### src/rtl/uart_rx_fifo.sv
// uart_rx_fifo
//   Receive buffer that sits directly behind the UART deserializer. It captures
//   every completed frame, qualified by the one-cycle rx_data_valid strobe, into
//   a synchronous first-word-fall-through FIFO. Frames are presented to the host
//   over a valid/ready handshake. The receiver cannot be back-pressured, so a
//   frame that arrives while the FIFO is full is dropped and a sticky overflow
//   flag is raised.
//
// Parameters
//   DATA_WIDTH  width of one frame
//   ADDR_WIDTH  log2 of FIFO depth (DEPTH = 2**ADDR_WIDTH, must be >= 1)
//
// Ports
//   clk            in   system clock, rising edge
//   rst            in   synchronous active-high reset
//   rx_data        in   frame from deserializer
//   rx_data_valid  in   one-cycle write strobe
//   rd_ready       in   consumer accepts rd_data this cycle
//   rd_valid       out  rd_data holds the oldest unread frame
//   rd_data        out  head-of-FIFO frame (0 when empty)
//   fifo_count     out  number of stored frames, 0..DEPTH
//   full           out  fifo_count == DEPTH
//   empty          out  fifo_count == 0
//   overflow       out  sticky: a frame was dropped while full
//   ovf_clr        in   clears overflow (a coincident drop wins)
module uart_rx_fifo #(
  parameter int DATA_WIDTH = 8,
  parameter int ADDR_WIDTH = 3
) (
  input  logic                  clk,
  input  logic                  rst,
  input  logic [DATA_WIDTH-1:0] rx_data,
  input  logic                  rx_data_valid,
  input  logic                  rd_ready,
  output logic                  rd_valid,
  output logic [DATA_WIDTH-1:0] rd_data,
  output logic [ADDR_WIDTH:0]   fifo_count,
  output logic                  full,
  output logic                  empty,
  output logic                  overflow,
  input  logic                  ovf_clr
);

  localparam int DEPTH = 2 ** ADDR_WIDTH;

  logic [DATA_WIDTH-1:0] mem [DEPTH];

  // One extra pointer bit distinguishes full from empty when the index bits match.
  logic [ADDR_WIDTH:0] wr_ptr;
  logic [ADDR_WIDTH:0] rd_ptr;

  logic pop;
  logic push;
  logic drop;

  assign empty      = (wr_ptr == rd_ptr);
  assign full       = (wr_ptr[ADDR_WIDTH] != rd_ptr[ADDR_WIDTH]) &&
                      (wr_ptr[ADDR_WIDTH-1:0] == rd_ptr[ADDR_WIDTH-1:0]);
  assign fifo_count = wr_ptr - rd_ptr;
  assign rd_valid   = ~empty;

  assign pop  = rd_valid & rd_ready;
  // A pop in the same cycle frees the head slot, so a write into a full FIFO is
  // still accepted when the consumer is draining.
  assign push = rx_data_valid & (~full | pop);
  assign drop = rx_data_valid & full & ~pop;

  assign rd_data = rd_valid ? mem[rd_ptr[ADDR_WIDTH-1:0]] : '0;

  always_ff @(posedge clk) begin
    if (rst) begin
      wr_ptr   <= '0;
      rd_ptr   <= '0;
      overflow <= 1'b0;
    end else begin
      if (push) wr_ptr <= wr_ptr + 1'b1;
      if (pop)  rd_ptr <= rd_ptr + 1'b1;
      if (drop)
        overflow <= 1'b1;
      else if (ovf_clr)
        overflow <= 1'b0;
    end
  end

  // Storage carries no reset; a write strobe coincident with rst is ignored.
  always_ff @(posedge clk) begin
    if (push && !rst)
      mem[wr_ptr[ADDR_WIDTH-1:0]] <= rx_data;
  end

endmodule

### config.mk
export PLATFORM = sky130hd
export DESIGN_NAME = uart_rx_fifo
export DESIGN_NICKNAME = d
export VERILOG_FILES = /design/src/rtl/uart_rx_fifo.sv
export SDC_FILE = /design/constraint.sdc
export NUM_CORES = 1
export LEC_CHECK = 0
export ABC_AREA = 1
export CELL_PAD_IN_SITES_DETAIL_PLACEMENT = 1
export CELL_PAD_IN_SITES_GLOBAL_PLACEMENT = 1
export CORE_MARGIN = 3
export CORE_UTILIZATION = 47
export CTS_CLUSTER_SIZE = 25
export DETAILED_ROUTE_END_ITERATION = 8
export GPL_ROUTABILITY_DRIVEN = 1
export HOLD_SLACK_MARGIN = 0.15
export PLACE_DENSITY = 0.82
export SETUP_SLACK_MARGIN = 0.15
export SLEW_MARGIN = 0
export SYNTH_ARGS = -nofsm -noshare
export SYNTH_HDL_FRONTEND = slang
export SYNTH_SLANG_ARGS = --single-unit
### constraint.sdc
create_clock -name clk -period 3.65 [get_ports clk]
set_input_delay 0.73 -clock clk [delete_from_list [all_inputs] [get_ports clk]]
set_output_delay 0.73 -clock clk [all_outputs]
set_load 0.01 [all_outputs]
Word-level counts from Yosys, hierarchy flattened
Memory sizes are Yosys's and may differ from the RTL's. A register that Yosys moved wholly into a read port is not among the register bits.
Index checks and enable logic that the tools add are counted.
{"block": "totals", "mem_count": 1, "inputBits": 13, "word_cells": 29, "ram_bits": 64, "latch_bits": 0, "regBits": 9, "rom_bits": 0}
{"block": "op_classes", "bitwise": 8, "magnitude_cmp": 0, "n_reduce_logical": 4, "multipliers": 0, "n_div": 0, "n_eq_ne": 3, "n_addsub": 3, "mux": 7, "n_shift": 0}
{"name": "mem", "words": 8, "width": 8, "rd": 1, "rd_ports_with_merged_regs": 1, "write_ports": 1, "line": "46", "text": "logic [DATA_WIDTH-1:0] mem [DEPTH];"}
{"op": "adder 4 x 1 -> 4 bit, second input constant", "count": 2}
{"op": "2-to-1 mux 8 bit", "count": 1}
{"op": "2-to-1 mux 3 bit", "count": 2}
{"op": "bitwise AND 1 bit", "count": 4}
{"op": "equality test 4 bit", "count": 1}
{"op": "2-to-1 mux 1 bit", "count": 4}
{"op": "subtractor 4 bit", "count": 1}
{"op": "equality test 3 bit", "count": 1}
{"op": "inverter 1 bit", "count": 3}
{"op": "logical AND 1 bit", "count": 2}
{"op": "nonzero test 2 bit", "count": 1}
{"op": "logical NOT 1 bit", "count": 1}
{"op": "!= test 1 bit", "count": 1}
{"op": "OR 1 bit", "count": 1}

Logic depth before layout (Yosys ltp)
{"block": "depth", "ltp_word": 8, "depth_mapped": 10, "mapped_depth_nobuf": 10}

Worst setup path before layout
No wires, ideal clock.
{"block": "synth_timing", "path_type": "reg2out", "startpoint": "register wr_ptr[0]", "endpoint": "output rd_data[0]", "required_ns": 2.920, "slack_ns": 1.481, "arrival_time_ns": 1.439, "n_path_buf": 1, "stages_incl_launch_ff": 9, "cell_sequence": "dfxtp_1 -> inv_1 -> ha_1 -> inv_1 -> nor2_4 -> nand2_2 -> buf_6 -> nand2_1 -> nor2_1"}
{"block": "synth_between", "elab_chain_cells": 2}
{"element": "start: declaration", "line": "49", "text": "logic [ADDR_WIDTH:0] wr_ptr;"}
{"element": "start signal: assignment", "line": "76", "text": "if (push) wr_ptr <= wr_ptr + 1'b1;"}
{"element": "equality test 4 bit", "line": "56", "text": "assign empty = (wr_ptr == rd_ptr);"}
{"element": "2-to-1 mux 8 bit", "line": "68", "text": "assign rd_data = rd_valid ? mem[rd_ptr[ADDR_WIDTH-1:0]] : '0;"}
{"element": "end: declaration", "line": "36", "text": "output logic [DATA_WIDTH-1:0] rd_data,"}
No other way between the ends.

Worst setup path in the final report
{"block": "layout_timing", "startpoint": "register wr_ptr[0]", "endpoint": "output rd_data[5]"}
Same word-level chain as after synthesis.

==> impl_metrics.yaml <==
status:
  outcome: "complete, no violations"
synthesis:
  seq_area_frac_synth: 0.652
  synthCells: 313
  syn-num-nets: 332
  syn_area_per_cell_um2: 10.6
  ys_ff_latch: 76
  synth_cell_type_count: 24
  syn_area_mm2: 0.00332
  ys_warn_count: 0
grt:
  track_usage: 0.215
  grt_max_degree: 33
  met2_usage: 0.337
  antenna_found_initial: 0
  busiest_layer: "met2"
  grt_pass1_vias: 2398
  gr-usage-met3: 0.0484
  overflow: 0
  met1_usage: 0.296
  grt_pass1_wl_mm: 13.3
sta:
  setup_viol_count_final: 0
  rsz0062_at_grt: "false"
  clock_skew_ns: 0.00921
  layout_min_cycle_time_ns: 3.24
  period_share: 0.887
  max_freq_mhz: 309
  worst_slew_pin_slew_ns: 0.650
  max_slew_margin: 0.566
  hold_ws_ns: 0.469
  finalHoldViolCount: 0
  maxSlewViolCount: 0
  worst_slack_ns: 0.411
  tns_ns: 0
worst_setup_path:
  crit_fanout: 11
  rrSetupSlack_ns: 1.39
  start_kind: "register"
  end_kind: "primary output"
  cp.arrival_ns: 2.51
  reg2reg_depth: 10
  crit_required_ns: 2.92
  crit_type: "reg -> out"
  r2r_start: "wr_ptr[0]"
  regToRegEndpoint: "mem[2][2]"
drt:
  vias_per_cell: 5.36
  drc_errors: 0
  avgRoutedWirePerCell_um: 18.4
  drt_iter0_drc: 176
  dr.pass1.iters: 4
  routed_wl_mm: 8.24
  vias: 2394
  ant_nets: 0
min_path:
  worstHoldStart: "overflow"
  min_path_cells: 2
  worstHoldEndpoint: "overflow"
  worstHoldPathType: "reg -> reg"
layout:
  drive_gt1_frac: 0.113
  final_cells: 447
  insertedDiodeCount: 0
  regArea_mm2: 0.00216
  nets: 368
  syn2layout_area_growth_pct: 17.8
  fill_cells: 733
  fin_util: 0.592
  multi_input_area_um2: 990
clocking:
  root_buffer: "clkbuf_8"
  clk_pin_slew_ns: 0.08
  postCtsSetupRepairBufs: 0
  h-tree-depth: 3
  tritoncts: "done"
  clkSinkCount: 76
  cts_buffer_depth: 2
  clock_latency_ns: 0.35
  cts_buffers: 9
power_and_ir_drop:
  p_sw_frac: 0.292
  cell_internal_pwr_mw: 1.56
  power.share.combinational: 0.221
  p_clk_frac: 0.326
  p_switching_uw: 643
  pwr_density_cell_mw_per_mm2: 564
  ir_drop_mv: 0.297
  p_seq_frac: 0.453
  leakagePower_nw: 1.42
place:
  port_buffers: 28
  dp_hpwl_mm: 5.55
  globalplace.congestion: 0.829
  placed_cells: 431
  pre_cts_slack_ns: 0.744
floorplanning:
  initial_core_util: 0.502
  die_h_um: 90.0
  die_w_um: 90.0
  coreArea_mm2: 0.00660
  io_pins: 29
  placementRows: 29
  die_area_mm2: 0.00810
job:
  drv_cap: 0
## placed cells by master (no fill, tap or decap), types with 5 or more instances in the layout
| cell type | count |
|---|---|
| o21ai_0 | 12 |
| nand2_1 | 28 |
| dfxtp_1 | 11 |
| o21ai_1 | 30 |
| clkdlybuf4s50_1 | 28 |
| clkbuf_8 | 9 |
| ha_1 | 5 |
| buf_4 | 10 |
| inv_1 | 11 |
| nand2_2 | 8 |
| edfxtp_1 | 64 |
| nand3_1 | 19 |
| a21oi_1 | 6 |
| nor2_1 | 90 |
## routing by layer
layer  up-vias  wire length (um)
met5         -                 0
li1       1135                 -
met3         6               501
met2        60              4010
met4         0                62
met1      1193              3660
## cells by family (layout without fill, tap and decap cells)
logic type	after synthesis	count (layout)	synth area share
simple gates	149	149	0.188
fa+ha+maj	6	6	0.0249
compound gates	48	48	0.0724
xor+xnor	5	5	0.0132
flops	76	76	0.652
buf+inv	29	70	0.0498
## state kept, by name (all words and copies together), names as in the netlist, named ones only
name / cells
wr_ptr: 4
overflow: 1
mem: 64
rd_ptr: 4
## repair_timing
item                       in CTS  in global routing
gates resized for setup         0                  1
hold buffers                    0                  0
setup endpoints to repair       0                  2
## synth_stat cells (all sizes together)
library cell / count / share of area
xor2: 4 / 0.011
clkbuf: 1 / 0.0011
o21ai: 42 / 0.063
nand4: 1 / 0.0019
nor2: 91 / 0.11
xnor2: 1 / 0.0026
buf: 12 / 0.031
nand3b: 1 / 0.0023
ha: 5 / 0.019
nand3: 20 / 0.032
inv: 15 / 0.017
fa: 1 / 0.0060
edfxtp: 64 / 0.58
a21oi: 6 / 0.0091
clkinv: 1 / 0.0011
dfxtp: 12 / 0.072
nand2: 36 / 0.047
## how the worst max path moves through the flow
| stage | startpoint | end | slack, ns | cells past startpoint |
|---|---|---|---|---|
| final | wr_ptr[0] | rd_data[5] | 0.41 | 8 |
| after global routing | wr_ptr[0] | rd_data[5] | 0.23 | 8 |
| after CTS | register | rd_data[5] | 0.30 | 7 |
| after detailed placement | register | rd_data[3] | 0.74 | 7 |
| after global placement | register | rd_data[3] | 0.80 | 7 |
| after floorplan | wr_ptr[0] | rd_data[0] | 1.48 | 8 |
## stage by stage
stage	total power [mW]	area (um^2)
floorplan	1.31	3320
global placement	1.49	3680
detailed placement	1.51	3680
CTS	2.22	3910
global route	2.31	3910
finish	2.20	3910
## power by group through the flow
stage	Combinational [mW]	Sequential (mW)	Clock (mW)
after floorplan	0.314	0.994	0
after global placement	0.474	1.02	0
after detailed placement	0.489	1.02	0
after CTS	0.493	0.999	0.728
after global routing	0.542	1.00	0.766
final	0.487	0.998	0.718
## critical path, cell delays in order, from the launching register on
cell,delay [ns]
dfxtp_1,0.46
inv_1,0.15
ha_1,0.33
inv_1,0.12
nor2_4,0.06
nand2_2,0.23
nand2_1,0.13
nor2_1,0.12
clkdlybuf4s50_1,0.56
## area by class of cell
class | count | area share
clock buffer | 9 | 0.0317
clock inverter | 7 | 0.0250
inverter | 16 | 0.0154
multi-input combinational | 208 | 0.253
sequential | 76 | 0.554
tap | 93 | 0.0298
timing repair buffer | 38 | 0.0910
Power figures use the tool's default switching activity.
